===== src/rtl/tuner_meas_ctrl.sv =====
// Measurement sequencer for the tuner: triggers the pitch core, averages a burst of
// in-range samples, rejects unstable bursts and holds each published result.
module tuner_meas_ctrl #(
    parameter int INDEX_WIDTH = 11,
    parameter int FREQ_WIDTH  = INDEX_WIDTH + 16,
    parameter int AVG_LOG2    = 2,
    parameter int STAB_TOL    = 3,
    parameter int MIN_FREQ    = 28,
    parameter int MAX_FREQ    = 320,
    parameter int TIMEOUT_CYC = 1_000_000,
    parameter int HOLD_CYC    = 12_500_000
) (
    input  logic                  clk,
    input  logic                  reset,
    input  logic                  enable,
    output logic                  meas_start,
    input  logic                  meas_done,
    input  logic [FREQ_WIDTH-1:0] meas_freq,
    output logic [FREQ_WIDTH-1:0] freq_out,
    output logic                  freq_valid,
    output logic                  timeout_err,
    output logic [AVG_LOG2:0]     burst_count
);

    localparam int SUM_WIDTH = FREQ_WIDTH + AVG_LOG2;
    localparam int TMR_MAX   = (TIMEOUT_CYC > HOLD_CYC) ? TIMEOUT_CYC : HOLD_CYC;
    localparam int TMR_WIDTH = $clog2(TMR_MAX + 1);

    localparam logic [FREQ_WIDTH-1:0] MIN_F     = FREQ_WIDTH'(MIN_FREQ);
    localparam logic [FREQ_WIDTH-1:0] MAX_F     = FREQ_WIDTH'(MAX_FREQ);
    localparam logic [FREQ_WIDTH-1:0] TOL_F     = FREQ_WIDTH'(STAB_TOL);
    localparam logic [TMR_WIDTH-1:0]  TMO_LAST  = TMR_WIDTH'(TIMEOUT_CYC - 1);
    localparam logic [TMR_WIDTH-1:0]  HOLD_LAST = TMR_WIDTH'(HOLD_CYC - 1);
    localparam logic [AVG_LOG2:0]     BURST_N   = {1'b1, {AVG_LOG2{1'b0}}};

    typedef enum logic [2:0] {IDLE, START, WAIT, CHECK, HOLD} state_t;

    state_t                state;
    logic [SUM_WIDTH-1:0]  sum_acc;
    logic [FREQ_WIDTH-1:0] min_acc;
    logic [FREQ_WIDTH-1:0] max_acc;
    logic [TMR_WIDTH-1:0]  tmr;

    logic                  sample_ok;
    logic [AVG_LOG2:0]     count_inc;
    logic [FREQ_WIDTH-1:0] spread;

    assign sample_ok = meas_done && (meas_freq >= MIN_F) && (meas_freq <= MAX_F);
    assign count_inc = burst_count + 1'b1;
    assign spread    = max_acc - min_acc;

    // meas_start is raised on every transition into START so it is high exactly
    // while the FSM sits in START; START always leaves after one cycle.
    always_ff @(posedge clk) begin
        // NOTE: non-blocking assignments keep every register sampling pre-edge values.
        if (reset) begin
            state       <= IDLE;
            meas_start  <= 1'b0;
            freq_out    <= '0;
            freq_valid  <= 1'b0;
            timeout_err <= 1'b0;
            burst_count <= '0;
            sum_acc     <= '0;
            min_acc     <= '0;
            max_acc     <= '0;
            tmr         <= '0;
        end else begin
            meas_start <= 1'b0;
            if (!enable) begin
                state       <= IDLE;
                freq_valid  <= 1'b0;
                burst_count <= '0;
                sum_acc     <= '0;
                min_acc     <= '0;
                max_acc     <= '0;
            end else begin
                case (state)
                    IDLE: begin
                        state      <= START;
                        meas_start <= 1'b1;
                    end
                    START: begin
                        tmr   <= '0;
                        state <= WAIT;
                    end
                    WAIT: begin
                        tmr <= tmr + 1'b1;
                        if (sample_ok) begin
                            sum_acc     <= sum_acc + SUM_WIDTH'(meas_freq);
                            burst_count <= count_inc;
                            timeout_err <= 1'b0;
                            if (burst_count == '0 || meas_freq < min_acc) min_acc <= meas_freq;
                            if (burst_count == '0 || meas_freq > max_acc) max_acc <= meas_freq;
                            if (count_inc == BURST_N) begin
                                state <= CHECK;
                            end else begin
                                state      <= START;
                                meas_start <= 1'b1;
                            end
                        end else if (meas_done) begin
                            // Out-of-range sample poisons the whole burst.
                            sum_acc     <= '0;
                            min_acc     <= '0;
                            max_acc     <= '0;
                            burst_count <= '0;
                            state       <= START;
                            meas_start  <= 1'b1;
                        end else if (tmr == TMO_LAST) begin
                            timeout_err <= 1'b1;
                            freq_valid  <= 1'b0;
                            sum_acc     <= '0;
                            min_acc     <= '0;
                            max_acc     <= '0;
                            burst_count <= '0;
                            state       <= START;
                            meas_start  <= 1'b1;
                        end
                    end
                    CHECK: begin
                        if (spread <= TOL_F) begin
                            freq_out   <= sum_acc[SUM_WIDTH-1:AVG_LOG2];
                            freq_valid <= 1'b1;
                            tmr        <= '0;
                            state      <= HOLD;
                        end else begin
                            freq_valid <= 1'b0;
                            state      <= START;
                            meas_start <= 1'b1;
                        end
                        sum_acc     <= '0;
                        min_acc     <= '0;
                        max_acc     <= '0;
                        burst_count <= '0;
                    end
                    HOLD: begin
                        if (tmr == HOLD_LAST) begin
                            state      <= START;
                            meas_start <= 1'b1;
                        end else begin
                            tmr <= tmr + 1'b1;
                        end
                    end
                    default: state <= IDLE;
                endcase
            end
        end
    end

endmodule


===== config.mk =====
export PLATFORM = sky130hd
export DESIGN_NAME = tuner_meas_ctrl
export DESIGN_NICKNAME = d
export VERILOG_FILES = /design/src/rtl/tuner_meas_ctrl.sv
export SDC_FILE = /design/constraint.sdc
export NUM_CORES = 1
export LEC_CHECK = 0
export BUFFER_PORTS_ARGS = -buffer_cell sky130_fd_sc_hd__buf_2
export CORE_MARGIN = 4
export CORE_UTILIZATION = 35
export DETAILED_ROUTE_END_ITERATION = 16
export PLACE_DENSITY = 0.52
export SLEW_MARGIN = 10
export SYNTH_ARGS = -nofsm -noshare
export SYNTH_HDL_FRONTEND = slang
export SYNTH_SLANG_ARGS = --single-unit

===== constraint.sdc =====
create_clock -name clk -period 5.2 [get_ports clk]
set_input_delay 0.26 -clock clk [delete_from_list [all_inputs] [get_ports clk]]
set_output_delay 0.26 -clock clk [all_outputs]
set_load 0.005 [all_outputs]

; ---- Word-level counts from Yosys, hierarchy flattened
; Index checks and enable logic that the tools add are counted.
[word_totals]
ff_bits = 143
input_bits = 31
out_inout_bits = 33
elab_cells = 96
[classes]
add_sub_neg = 4
magnitude_cmp = 5
n_eq_ne = 17
mux = 41
bitwise_logic = 1
n_reduce_logical = 18
[ops]
columns = op, n
row1 = 2-to-1 mux 27 bit, 6
row2 = one-hot mux 27 bit (2 select lines), 2
row3 = one-hot mux 24 bit (4 select lines), 1
row4 = 2-to-1 mux 29 bit, 3
row5 = one-hot mux 29 bit (2 select lines), 1
row6 = 2-to-1 mux 24 bit, 2
row7 = adder 29 x 27 -> 29 bit, 1
row8 = >= comparator 27 x 5 -> 1 bit (second input constant), 1
row9 = greater-than comparator 27 bit, 1
row10 = <= comparator 27 x 2 -> 1 bit (second input constant), 1
row11 = <= comparator 27 x 9 -> 1 bit (second input constant), 1
row12 = < comparator 27 bit, 1
row13 = subtractor 27 bit, 1
row14 = adder 24 x 1 -> 24 bit (second input constant), 1
row15 = equality test 24 x 20 -> 1 bit (second input constant), 1
row16 = equality test 24 bit (second input constant), 1
row17 = 2-to-1 mux 3 bit, 8
row18 = one-hot mux 3 bit (5 select lines), 1
row19 = 2-to-1 mux 1 bit, 13
row20 = != test 2 bit (second input constant), 6
row21 = AND reduction 4 bit, 3
row22 = AND reduction 3 bit, 3
row23 = equality test 3 x 2 -> 1 bit (second input constant), 2
row24 = equality test 3 bit (second input constant), 2
row25 = other kinds (17), 23

; ---- Logic depth before layout (Yosys ltp)
[depth]
word_depth = 5
mapped_depth = 16
depth_no_buf = 14

; ---- Worst setup path before layout
; OpenSTA, ideal clock, no wires.
[synth_path]
path_type = register to register
start = reg max_acc[0]
end = reg tmr[13]
setup_ns = 0.081
arrival_time_ns = 3.836
slack_ns = 1.284
path_stages_with_launch = 15
cell_sequence = dfxtp_1 -> inv_1 -> ha_1 -> fa_1 -> xnor2_1 -> a2111o_1 -> or4_1 -> nor4_1 -> and4b_1 -> nand4_2 -> nor4b_4 -> nand4_4 -> a21o_4 -> or4_4 -> a211oi_2
[synth_via]
elab_chain_cells = 4
[synth_rtl]
columns = item, line
row1 = from (decl), 41  ; logic [FREQ_WIDTH-1:0] max_acc;
row2 = from (signal assigned), 93  ; if (burst_count == '0 || meas_freq > max_acc) max_acc <= meas_freq;
row3 = subtractor 27 bit, 50  ; assign spread = max_acc - min_acc;
row4 = <= comparator 27 x 2 -> 1 bit, 120  ; if (spread <= TOL_F) begin
row5 = != test 2 bit (no line), --
row6 = AND reduction 4 bit (no line), --
row7 = to (signal assigned), 87  ; tmr <= tmr + 1'b1;
row8 = to (signal assigned), 140  ; tmr <= tmr + 1'b1;
row9 = to (decl), 42  ; logic [TMR_WIDTH-1:0] tmr;
; Every way passes these cells.
; A chain may end at the register's enable or synchronous reset.

; ---- Final worst setup path
; Same ends and word-level chain as after synthesis.

==> impl_metrics.ini <==
[worst_hold_path]
hp-class = in2reg
min_to = max_acc[3]
holdPathStages = 3
min_from = meas_freq[3]

[setup_path]
start_kind = flip-flop
r2r_end = tmr[13]
crit_family = simple AND/OR/NAND/NOR gates
cp_slowest_stage_delay_ns = 0.53
path_class = reg2reg
critPathCaptureType = flip-flop
slowest_stage = or4_4
regToRegStartpoint = max_acc[0]
path_max_fanout = 28
worst-path-buf-inv = 1
cp_cell_sequence = inv_1 -> ha_1 -> fa_1 -> xnor2_1 -> a2111o_1 -> or4_1 -> nor4_1 -> and4b_1 -> nand4_2 -> nor4b_4 -> nand4_4 -> a21o_4 -> or4_4 -> a211oi_2
reg2reg_setup_slack_ns = 0.55
required_ns = 5.56
ff2ff_path_depth = 14
crit_arrival_ns = 5.01

[synth]
yosys-top-cells-count = 143 x dfxtp_1, 115 x nor2_1, 110 x ha_1
netlist.area_leader.share_pct = 27.9
synth_edf_count = 0
synth_most_common_cell = dfxtp_1
synth-simple-area-share_pct = 22.0
synth_ff_type = dfxtp_1
synth_top_family_by_area = compound AO/OA/AOI/OAI gates
synthTopCellsByArea = dfxtp_1 28%, ha_1 13%, nor2_1 4.2%, a21oi_1 3.4%, mux2i_1 3.1%
netlist_area_um2 = 10300
synthArstFlopShare_pct = 0
synth_xor_xnor_area_share_pct = 3.42
synth_mux_area_share_pct = 3.45
ys_ff_latch = 143
yosysTopAreaCell = dfxtp_1
synth-adder-area-share_pct = 13.8
synth_compound_area_share_pct = 23.7
syn_nets = 1394
synth.avg_cell_area_um2 = 8.20
ys_warn_count = 0
syn_inst = 1251
ys_seq_area_share_pct = 27.9
yosysUniqueCellTypes = 83

[floorplanning]
die_h_um = 179
core_area_um2 = 28800
die-area_um2 = 32100
io_pins = 64
initial_core_util_pct = 35.6
std_cell_rows = 62
chipWidth_um = 179

[power_and_ir_drop]
leakage_uw = 0.00466
power_uw = 2530
vdd_drop_max_uv = 270
power.density_nw_per_um2 = 220

[place]
dpl_cell_area_um2 = 10900
hpwlAfterDp_mm = 22.7
place_ws_ns = 0.630
gp_congestion = 0.913
numPortBuffers = 63

[grt]
grt_pass1_vias = 9140
grt_pass1_wl_mm = 49.7
grt_usage_pct = 19.2
overflow = 0
grt_max_degree = 52
antenna_found_initial = 0

[final_layout]
postLayoutCellArea_um2 = 11500
nNetsFinal = 1430
area_growth_pct = 12.0
antennaDiodeCount = 0
drive_gt1_share_pct = 11.1

[drt]
wl_per_cell_um = 18.1
post-route-drc-count = 0
drt-initial-drc-count = 794
wl_mm = 30.5
dr.pass1.iters = 5
avgViaCountPerCell = 5.54
dr_total_vias = 9334
drtAntennaViolNets = 0

[timing]
min_period_over_period_pct = 89.4
rsz0062_at_grt = no
skew_ns = 0.0182
setup_violations = 0
worstMarginPinSlew_ns = 1.20
fmax_mhz = 215
finalWorstSetupSlack_ns = 0.553
period_minus_slack_ns = 4.65
finalHoldViolCount = 0
max_slew_margin_pct = 18.2
fin_tns_setup_ns = 0
drv_slew = 0

[clock_tree]
clockBufferDepth = 2
clock_sinks = 143
ctsHoldBuffers = 0
cts_htree_levels = 4
clk_latency_ns = 0.44
path_clk_slew_ns = 0.08
cts_resized = 0
root_buffer = clkbuf_16
cts_tree = yes
post_cts_buffers = 0
numCtsBuffers = 17

[outcome]
outcome = finished clean

[run]
drv_cap = 0
[layout make-up]
type | instances | area (um2)
clock buffers | 18 | 429
clock inverters | 14 | 146
fillers | 2880 | 17300
inverters | 84 | 315
multi-input cells | 964 | 6830
flip-flops and latches | 143 | 2860
well taps | 384 | 480
repair buffers | 77 | 420
[report_power, final]
group | internal [uW] | switching [uW]
Combinational | 59.2 | 114
Sequential | 1100 | 3.10
Clock | 678 | 580
Total | 1830 | 697
[worst register-to-register path, stage by stage (launching register included)]
cell      delay (ns)
dfxtp_1         0.35
inv_1           0.07
ha_1            0.20
fa_1            0.41
xnor2_1         0.18
a2111o_1        0.39
or4_1           0.40
nor4_1          0.32
and4b_1         0.26
nand4_2         0.12
nor4b_4         0.40
nand4_4         0.31
a21o_4          0.40
or4_4           0.54
a211oi_2        0.21
[how the worst max path moves through the flow]
stage / depth (start not counted) / from / end
finish: 14 / max_acc[0] / tmr[13]
global route: 13 / min_acc[10] / tmr[23]
CTS: 14 / max_acc[0] / tmr[13]
detailed placement: 13 / min_acc[10] / tmr[23]
global placement: 14 / max_acc[0] / tmr[21]
floorplan: 14 / max_acc[0] / tmr[13]
[cell usage in the layout (no fill, tap or decap), drive strengths merged, types with 5 or more instances in the layout]
cell / count
dfxtp: 143
nor2: 116
ha: 110
inv: 92
nand2: 83
buf: 77
a21oi: 69
nor3: 63
o21ai: 47
a21o: 42
nand3: 38
mux2i: 32
xnor2: 28
a22oi: 24
a211oi: 24
nand4: 23
o31ai: 19
clkbuf: 18
o21a: 15
a31oi: 15
and3: 13
nor4: 13
o211ai: 13
or3: 13
nand2b: 13
nor2b: 12
xor2: 12
and2: 9
a2111oi: 9
or4: 9
and4: 7
o21bai: 7
o2111ai: 7
nor3b: 6
nor4b: 6
a32o: 5
a211o: 5
[registers in the layout (all words and copies together) (netlist names), 3 cells and up]
signal / cells
burst_count: 3
freq_out: 27
max_acc: 27
min_acc: 27
state: 3
sum_acc: 29
tmr: 24
[through the flow]
stage	utilization, %	instances	hold WS (ns)
final	39.9	1684	0.159
after global routing	39.9	1684	0.174
after CTS	39.9	1684	0.144
after detailed placement	37.9	1652	0.450
after global placement	37.9	1652	0.456
after floorplan	-	1251	0.392
[cells by family (layout without fill, tap and decap cells)]
kind of cell    after synthesis  in the layout
xor+xnor                     40             40
simple gates                437            437
flops                       143            143
fa+ha+maj                   112            112
compound gates              340            340
mux                          35             35
buf+inv                     144            193
[layer usage]
layer | up-vias | part of all wire, % | global-route usage [%]
li1 | 4703 | - | -
met1 | 4393 | 49 | 26.7
met2 | 193 | 46 | 31.0
met3 | 45 | 3.5 | 2.47
met4 | 0 | 2.3 | 6.00
met5 | - | 0 | 0
Note: power is estimated with default switching activity, not from simulation.
